==> src/rtl/shared_adder_arbiter.sv <==
// shared_adder_arbiter: one registered adder time-shared between NREQ requesters.
// A round-robin pointer picks the next requester, and a three-state sequencer runs
// accept -> compute -> respond, so at most one operand pair is in flight.
//
//   state | meaning
//   ------+---------------------------------------------------------------
//   IDLE  | waiting for any req_valid; grants one requester and captures its pair
//   EXEC  | adds the captured operands into rsp_sum and raises rsp_valid
//   RESP  | holds the result until rsp_ready, then advances the pointer
module shared_adder_arbiter #(
    parameter int NREQ = 4,
    parameter int W    = 6,
    parameter int IDW  = (NREQ > 1) ? $clog2(NREQ) : 1
) (
    input  logic                clk,
    input  logic                rst,
    input  logic [NREQ-1:0]     req_valid,
    input  logic [NREQ*W-1:0]   req_a,
    input  logic [NREQ*W-1:0]   req_b,
    output logic [NREQ-1:0]     req_ready,
    output logic                rsp_valid,
    output logic [IDW-1:0]      rsp_id,
    output logic [W:0]          rsp_sum,
    input  logic                rsp_ready,
    output logic                busy
);

    typedef enum logic [1:0] {
        IDLE = 2'd0,
        EXEC = 2'd1,
        RESP = 2'd2
    } state_t;

    state_t         state_q;
    state_t         state_d;
    logic [IDW-1:0] ptr_q;
    logic [IDW-1:0] id_q;
    logic [W-1:0]   a_q;
    logic [W-1:0]   b_q;
    logic           grant_found;
    logic [IDW-1:0] grant_id;
    logic [IDW:0]   scan_idx;

    // Round-robin search: first valid requester starting at ptr and wrapping at NREQ.
    // The extra index bit keeps ptr+i from overflowing before the wrap subtraction.
    always_comb begin
        grant_found = 1'b0;
        grant_id    = '0;
        scan_idx    = '0;
        for (int i = 0; i < NREQ; i++) begin
            scan_idx = {1'b0, ptr_q} + (IDW+1)'(i);
            if (scan_idx >= (IDW+1)'(NREQ)) begin
                scan_idx = scan_idx - (IDW+1)'(NREQ);
            end
            if (!grant_found && req_valid[scan_idx[IDW-1:0]]) begin
                grant_found = 1'b1;
                grant_id    = scan_idx[IDW-1:0];
            end
        end
    end

    // One-hot accept strobe, only offered while idle and out of reset.
    always_comb begin
        req_ready = '0;
        if (!rst && state_q == IDLE && grant_found) begin
            req_ready[grant_id] = 1'b1;
        end
    end

    // Sequencer state register.
    always_ff @(posedge clk) begin
        if (rst) begin
            state_q <= IDLE;
        end else begin
            state_q <= state_d;
        end
    end

    // Sequencer next-state logic.
    always_comb begin
        state_d = state_q;
        case (state_q)
            IDLE:    if (grant_found) state_d = EXEC;
            EXEC:    state_d = RESP;
            RESP:    if (rsp_ready) state_d = IDLE;
            default: state_d = IDLE;
        endcase
    end

    // Operand capture, addition, response hold and pointer advance.
    always_ff @(posedge clk) begin
        if (rst) begin
            ptr_q     <= '0;
            id_q      <= '0;
            a_q       <= '0;
            b_q       <= '0;
            rsp_valid <= 1'b0;
            rsp_id    <= '0;
            rsp_sum   <= '0;
        end else begin
            case (state_q)
                IDLE: begin
                    if (grant_found) begin
                        a_q  <= req_a[int'(grant_id)*W +: W];
                        b_q  <= req_b[int'(grant_id)*W +: W];
                        id_q <= grant_id;
                    end
                end
                EXEC: begin
                    rsp_sum   <= {1'b0, a_q} + {1'b0, b_q};
                    rsp_id    <= id_q;
                    rsp_valid <= 1'b1;
                end
                RESP: begin
                    if (rsp_ready) begin
                        rsp_valid <= 1'b0;
                        ptr_q     <= (id_q == IDW'(NREQ-1)) ? '0 : id_q + 1'b1;
                    end
                end
                default: begin
                    rsp_valid <= 1'b0;
                end
            endcase
        end
    end

    assign busy = (state_q != IDLE);

endmodule
==> config.mk <==
export PLATFORM = sky130hd
export DESIGN_NAME = shared_adder_arbiter
export DESIGN_NICKNAME = d
export VERILOG_FILES = /design/src/rtl/shared_adder_arbiter.sv
export SDC_FILE = /design/constraint.sdc
export NUM_CORES = 1
export LEC_CHECK = 0
export ABC_AREA = 0
export CORE_MARGIN = 2
export CORE_UTILIZATION = 60
export DETAILED_ROUTE_END_ITERATION = 12
export DONT_BUFFER_PORTS = 1
export GPL_TIMING_DRIVEN = 0
export HOLD_SLACK_MARGIN = 0.06
export PLACE_DENSITY = 0.83
export SYNTH_ARGS = -nofsm -noshare
export SYNTH_HDL_FRONTEND = slang
export SYNTH_SLANG_ARGS = --single-unit
==> constraint.sdc <==
create_clock -name clk -period 5 [get_ports clk]
set_input_delay 0.5 -clock clk [delete_from_list [all_inputs] [get_ports clk]]
set_output_delay 0.5 -clock clk [all_outputs]
set_load 0.1 [all_outputs]
==> results by group, run 1 <==
Synthesis
  • Total of flip-flops plus latches after synthesis: 28
  • Synth top area cells: dfxtp_1 31%, nand2_1 7.8%, mux2i_1 7.7%
  • Synth warn: 0
  • Post-Syn Area: 1820 um2
  • Number of distinct library cell variants in the gate-level netlist after synthesis: between 40 and 50
  • Average instance area after synthesis: ~8.2 um2
  • Synthesized Nets: 286
  • Cell type with the largest total area after synthesis: dfxtp_1
  • Sequential share of the synthesized area: 0.307
  • EDFF count, synth: 0
  • Synth top area share: 0.307
  • Syn Inst Count: about 220
  • Top flip-flop cell by instance count after synthesis: dfxtp_1
  • Proportion of register bits with asynchronous set or reset after synthesis: 0

Setup path
  • Slowest stage delay, CP: 820 ps
  • Cell at the slowest stage of the critical path: and3_1
  • Critical Path Sink Type: output port
  • Worst reg-to-reg setup slack: around 2900 ps
  • Depth of the worst register-to-register path: 7
  • Crit Reg-Reg Startpoint: state_q[1]$_SDFFE_PP0P_
  • Largest fanout on the critical path: 10
  • End of the worst register-to-register path: b_q[1]$_SDFFE_PP0P_
  • Category of the most critical setup path: flop to output port
  • Required time at the worst-slack endpoint: 4500 ps
  • Arrival time reported for the critical path endpoint: around 3000 ps
  • Startpoint type of the worst setup path: flop
  • List of cells traversed by the critical path: or2_1 > a21o_1 > buf_2 > buf_6 > nor2_1 > and3_1

STA
  • Highest clock frequency the design can meet: between 0.2 and 0.3 GHz
  • Count of endpoints failing hold in the final timing report: 0
  • Headroom to the max-slew limit: 0.309
  • Endpoints failing setup: 0
  • Worst hold margin: 335 ps
  • Post-route setup slack: 1580 ps
  • Shortest clock period the worst path allows after layout: 3420 ps
  • Final TNS setup: 0 ps
  • Crit share post-route: 0.683
  • Final Max Tran Viols: 0
  • Transition time at the pin with the least slew margin: 1040 ps
  • Post-route clock skew: just over 7 ps
  • Setup repair after global routing missed its margin: no

Die
  • Boundary pin count: 70
  • Die footprint: 3500 um2
  • Floorplan die height: roughly 60 um
  • Core area: 2980 um2
  • Effective utilization at floorplan: 0.613
  • Number of placement rows: 20
  • Die X: 59.1 um

Clock tree
  • Clock root buffer master: clkbuf_4
  • Clock tree from TritonCTS: done
  • Post CTS Setup Buffer Count: 0
  • Num Clock Sinks: 28
  • Worst-path clk slew: ~150 ps
  • Clock network latency to the later pin of the worst-skew pair: 330 ps
  • Clock tree buffer depth: 2
  • Count of H-tree levels built during CTS: 1
  • Number of buffers added to fix hold violations after cts: 0
  • Clock buffers created by TritonCTS: 3
  • Post_cts resized: 0

GRT
  • Via count of the first global-routing pass: 1373
  • GRT Total Usage: 0.231
  • Initial antenna violation count: 0
  • Grt ovf: 0
  • Wire length of the first global-routing pass: between 6 and 7 mm
  • Largest net degree at the start of global routing: 16

Finish
  • Layout cell share with drive strength beyond 1: 0.123
  • Net total in the final layout: 292
  • Most common cell after layout, fill and taps aside: nand2_1
  • Diode count: 0
  • Highest-count cells in the layout ignoring fill and taps: 38 x nand2_1, 28 x dfxtp_1, 15 x a21oi_1, 14 x mux2i_1, 12 x nor2_1
  • Area growth from synthesis to final layout: 5.35%
  • Fillers: 260

Route
  • Total Routed Length: 3.92 mm
  • Via count normalized by instance count: 6.11
  • Total via count after detailed routing: approximately 1.6k
  • Post-DRT Antenna Nets: 0
  • Wire per inst: 15.0 um
  • DR pass1 iterations: 4
  • DRC viols: 0
  • Violation count after the first detailed-routing iteration: 71

Power and ir drop
  • Maximum VDD drop: 0.139 mV
  • Clock power frac: 0.172
  • P_leak: 0.783 nW
  • Power per cell area: 332 nW/um2
  • Switching power: 261 uW
  • Int Pwr: about 380 uW
  • Comb power frac: 0.312
  • Sequential share of power: 0.517
  • Switching portion of total power: 0.410

Run
  • Count of maximum capacitance violations: 0

Worst hold path
  • Endpoint of the worst hold path: state_q[1]$_SDFFE_PP0P_
  • Worst hold path cell count: 2
  • Source of the worst hold timing path: rsp_ready
  • Type of the tightest min-delay check: input pin to flop

Place
  • Worst slack, placed: 1950 ps
  • Gp weighted congestion: 0.801
  • Number of input and output port buffers inserted: 0
  • Placed wire-length estimate after detailed placement: 3.09 mm

Run status
  • Result of the run: completed
==> state kept, by name, summed over array words and instances, names as in the netlist <==
signal     flops
b_q            6
rsp_valid      1
rsp_id         2
a_q            6
ptr_q          2
rsp_sum        7
state_q        2
id_q           2
==> layer usage <==
metal	wire (um)	up-vias	global-route usage
met5	0	-	0
met4	14	0	0.0519
met3	241	2	0.0328
met2	1880	70	0.373
met1	1780	708	0.327
li1	-	814	-
==> worst max path at each step <==
stage | cells after the start | slack, ps | from | end
2_1_floorplan | 5 | 930 | state_q[1]$_SDFFE_PP0P_ | req_ready[3]
3_3_place_gp | 5 | 770 | state_q[1]$_SDFFE_PP0P_ | req_ready[3]
3_5_place_dp | 6 | 1950 | state_q[1]$_SDFFE_PP0P_ | req_ready[2]
4_1_cts | 6 | 1570 | state_q[1]$_SDFFE_PP0P_ | req_ready[2]
5_1_grt | 6 | 1450 | state_q[1]$_SDFFE_PP0P_ | req_ready[2]
6_report | 6 | 1580 | state_q[1]$_SDFFE_PP0P_ | req_ready[2]
==> power groups by stage <==
stage	clock network, mW	registers, mW	logic (mW)
4_1_cts	0.111	0.329	0.199
3_5_place_dp	0	0.335	0.198
3_3_place_gp	0	0.334	0.194
6_report	0.109	0.329	0.199
5_1_grt	0.121	0.333	0.222
2_1_floorplan	0	0.329	0.165
==> synthesized netlist by cell type (all sizes together), types with 2 or more instances <==
cell type / instances
nand2: 38
dfxtp: 28
o21ai: 18
a21oi: 16
mux2i: 14
buf: 13
a221o: 12
nor2: 12
o21a: 11
ha: 7
inv: 7
clkbuf: 6
nor3: 5
a21o: 3
and3: 3
nor2b: 3
a211oi: 2
a21boi: 2
nand2b: 2
nand3b: 2
o221a: 2
xnor2: 2
==> cell families after synthesis <==
logic type	count (synthesis)	share of synthesized area
adder cells (fa/ha/maj)	8	0.0590
AO/OA/AOI/OAI	74	0.286
flip-flops	28	0.307
XOR/XNOR	2	0.00960
AND/OR/NAND/NOR	71	0.176
multiplexers	14	0.0768
buffers and inverters	26	0.0850
==> worst max-delay path, delay by kind of cell, from the launching register on <==
family | cells | cell delay, ps
buf+inv | 2 | 330
simple gates | 3 | 1570
compound gates | 1 | 310
flops | 1 | 370
==> metrics by stage <==
| step | utilization | cells | area (um2) | total power [mW] |
|---|---|---|---|---|
| finish | 0.645 | 261 | 1920 | 0.637 |
| global route | 0.645 | 261 | 1920 | 0.676 |
| CTS | 0.645 | 261 | 1920 | 0.639 |
| detailed placement | 0.633 | 257 | 1890 | 0.533 |
| global placement | 0.626 | 256 | 1870 | 0.528 |
| floorplan | - | 223 | 1820 | 0.495 |
==> cell type report <==
cell class | instances | area (um2) | area share
plain buffers | 19 | 129 | 0.0671
clock buffers | 4 | 36.3 | 0.0189
inverters | 7 | 26.3 | 0.0137
multi-input cells | 169 | 1110 | 0.579
flip-flops and latches | 28 | 561 | 0.292
well taps | 33 | 41.3 | 0.0215
repair buffers | 1 | 15.0 | 0.00781
(Power assumes the default switching activity.)
==> inputs of run 2 (changes only) <==
CORE_UTILIZATION = 57   (was 60)
PLACE_DENSITY = 0.82   (was 0.83)
clock period = 2.9 ns   (was 5 ns; I/O delays follow)
==> results by group, run 2 (synthesis results as in run 1) <==
Worst hold path
  • Worst hold path cell count: 2 (unchanged)
  • Type of the tightest min-delay check: input pin to flop (unchanged)
  • Endpoint of the worst hold path: state_q[1]$_SDFFE_PP0P_ (unchanged)
  • Source of the worst hold timing path: rsp_ready (unchanged)

GRT
  • Via count of the first global-routing pass: 1379 (was 1373)
  • Grt ovf: 0 (unchanged)
  • Initial antenna violation count: 0 (unchanged)
  • Wire length of the first global-routing pass: 6.25 mm (was 6.32 mm)
  • Largest net degree at the start of global routing: 15 (was 16)
  • GRT Total Usage: 0.225 (was 0.231)

Clock tree
  • Clock buffers created by TritonCTS: 3 (unchanged)
  • Clock tree buffer depth: 2 (unchanged)
  • Clock network latency to the later pin of the worst-skew pair: 320 ps (was 330 ps)
  • Worst-path clk slew: 140 ps (was 150 ps)
  • Clock tree from TritonCTS: done (unchanged)
  • Count of H-tree levels built during CTS: 1 (unchanged)
  • Number of buffers added to fix hold violations after cts: 0 (unchanged)
  • Clock root buffer master: clkbuf_4 (unchanged)
  • Num Clock Sinks: 28 (unchanged)

Die
  • Floorplan die height: 60.6 um (was 59.1 um)
  • Effective utilization at floorplan: 0.598 (was 0.613)
  • Core area: 3050 um2 (was 2980 um2)
  • Die X: 60.6 um (was 59.1 um)
  • Number of placement rows: 20 (unchanged)
  • Die footprint: 3670 um2 (was 3500 um2)
  • Boundary pin count: 70 (unchanged)

Setup path
  • Critical Path Sink Type: output port (unchanged)
  • End of the worst register-to-register path: rsp_sum[6]$_SDFFE_PP0P_ (was b_q[1]$_SDFFE_PP0P_)
  • Crit Reg-Reg Startpoint: a_q[0]$_SDFFE_PP0P_ (was state_q[1]$_SDFFE_PP0P_)
  • Worst reg-to-reg setup slack: 1100 ps (was 2870 ps)
  • Startpoint type of the worst setup path: flop (unchanged)
  • Depth of the worst register-to-register path: 8 (was 7)
  • Required time at the worst-slack endpoint: 2610 ps (was 4500 ps)
  • Arrival time reported for the critical path endpoint: 2430 ps (was 2920 ps)
  • Largest fanout on the critical path: 10 (unchanged)
  • Category of the most critical setup path: flop to output port (unchanged)

Route
  • Total via count after detailed routing: 1563 (was 1594)
  • DR pass1 iterations: 4 (unchanged)
  • Total Routed Length: 3.96 mm (was 3.92 mm)
  • Violation count after the first detailed-routing iteration: 87 (was 71)
  • Post-DRT Antenna Nets: 0 (unchanged)
  • Via count normalized by instance count: 5.79 (was 6.11)
  • DRC viols: 0 (unchanged)
  • Wire per inst: 14.7 um (was 15.0 um)

Place
  • Placed wire-length estimate after detailed placement: 3.08 mm (was 3.09 mm)
  • Number of input and output port buffers inserted: 0 (unchanged)
  • Gp weighted congestion: 0.810 (was 0.801)

STA
  • Highest clock frequency the design can meet: 0.368 GHz
  • Final TNS setup: 0 ps (unchanged)
  • Setup repair after global routing missed its margin: no (unchanged)
  • Final Max Tran Viols: 0 (unchanged)
  • Headroom to the max-slew limit: 0.333 (was 0.309)
  • Count of endpoints failing hold in the final timing report: 0 (unchanged)
  • Shortest clock period the worst path allows after layout: 2720 ps
  • Endpoints failing setup: 0 (unchanged)
  • Crit share post-route: 0.938
  • Post-route clock skew: 2.86 ps (was 7.10 ps)
  • Transition time at the pin with the least slew margin: 997 ps (was 1040 ps)

Finish
  • Footprint of the multi-input gates: 1120 um2 (was 1110 um2)
  • Net total in the final layout: 291 (was 292)
  • Reg area: 561 um2 (unchanged)
  • Diode count: 0 (unchanged)
  • Layout cell share with drive strength beyond 1: 0.128 (was 0.123)
  • Largest register by flop count: rsp_sum (unchanged)
  • Area growth from synthesis to final layout: 5.14% (was 5.35%)
  • Regs by FF count: rsp_sum x7, a_q x6, b_q x6 (unchanged)
  • Highest-count cells in the layout ignoring fill and taps: 38 x nand2_1, 28 x dfxtp_1, 15 x a21oi_1, 14 x mux2i_1, 12 x nor2_1 (unchanged)
  • Number of flip-flops in the largest register: 7 (unchanged)
  • Fillers: 294 (was 260)
  • Most common cell after layout, fill and taps aside: nand2_1 (unchanged)

Power and ir drop
  • Total Power Consumption: 1.07 mW (was 637 uW)
  • Power per cell area: 560 nW/um2 (was 332 nW/um2)
  • Maximum VDD drop: 0.265 mV (was 0.139 mV)
  • P_leak: 0.770 nW (was 0.783 nW)

Run status
  • Result of the run: completed (unchanged)

Run
  • Count of maximum capacitance violations: 0 (unchanged)
run 2: changes by cell type in the layout (fill, tap and decap cells not counted), sizes merged:
cell and delta:
buf -1, clkbuf -1
run 2: metrics by stage:
step	setup WS [ps]	cells	instance area, um2	hold WS [ps]	util
after floorplan	219	223	1840	449	-
after global placement	69.6	267	1890	479	0.619
after detailed placement	62.8	267	1890	479	0.619
after CTS	15.9	270	1920	135	0.627
after global routing	83.8	270	1920	127	0.628
final	181	270	1920	140	0.628
run 2: area by class of cell:
class	count	share of cell area
Buffer	19	0.0672
Clock buffer	3	0.0117
Sequential cell	28	0.292
Tap cell	44	0.0287
Inverter	7	0.0137
Multi-Input combinational cell	169	0.586
run 2: worst max-delay path by stage:
stage	startpoint	to	slack (ps)	depth (start not counted)
final	state_q[1]$_SDFFE_PP0P_	req_ready[3]	180	5
after global routing	state_q[1]$_SDFFE_PP0P_	req_ready[3]	80	5
after detailed placement	state_q[1]$_SDFFE_PP0P_	req_ready[2]	60	6
after global placement	state_q[1]$_SDFFE_PP0P_	req_ready[2]	70	6
after CTS	state_q[1]$_SDFFE_PP0P_	req_ready[3]	20	5
after floorplan	state_q[1]$_SDFFE_PP0P_	req_ready[2]	220	6
run 2: power by group:
group / switching, mW / internal [mW]
clock network: 0.109 / 0.0488
registers: 0.136 / 0.431
logic: 0.207 / 0.143
run 2: metal layers:
| metal | wire length [um] | GRT usage | vias up |
|---|---|---|---|
| met3 | 267 | 0.0256 | 4 |
| met4 | 44 | 0.0683 | 0 |
| met5 | 0 | 0 | - |
| met2 | 1830 | 0.372 | 56 |
| li1 | - | - | 811 |
| met1 | 1820 | 0.309 | 692 |
run 2: worst max-delay path, stage by stage, from the launching register on:
cell and delay (ps):
dfxtp_1 370, or2_4 400, a21o_1 190, buf_2 170, buf_6 160, nor3_4 800
run 2: what timing repair did:
item | in CTS | in global routing
setup buffers | 0 | 0
setup endpoints to repair | 3 | 1
pin swaps | 1 | 1
gates resized for setup | 3 | 1
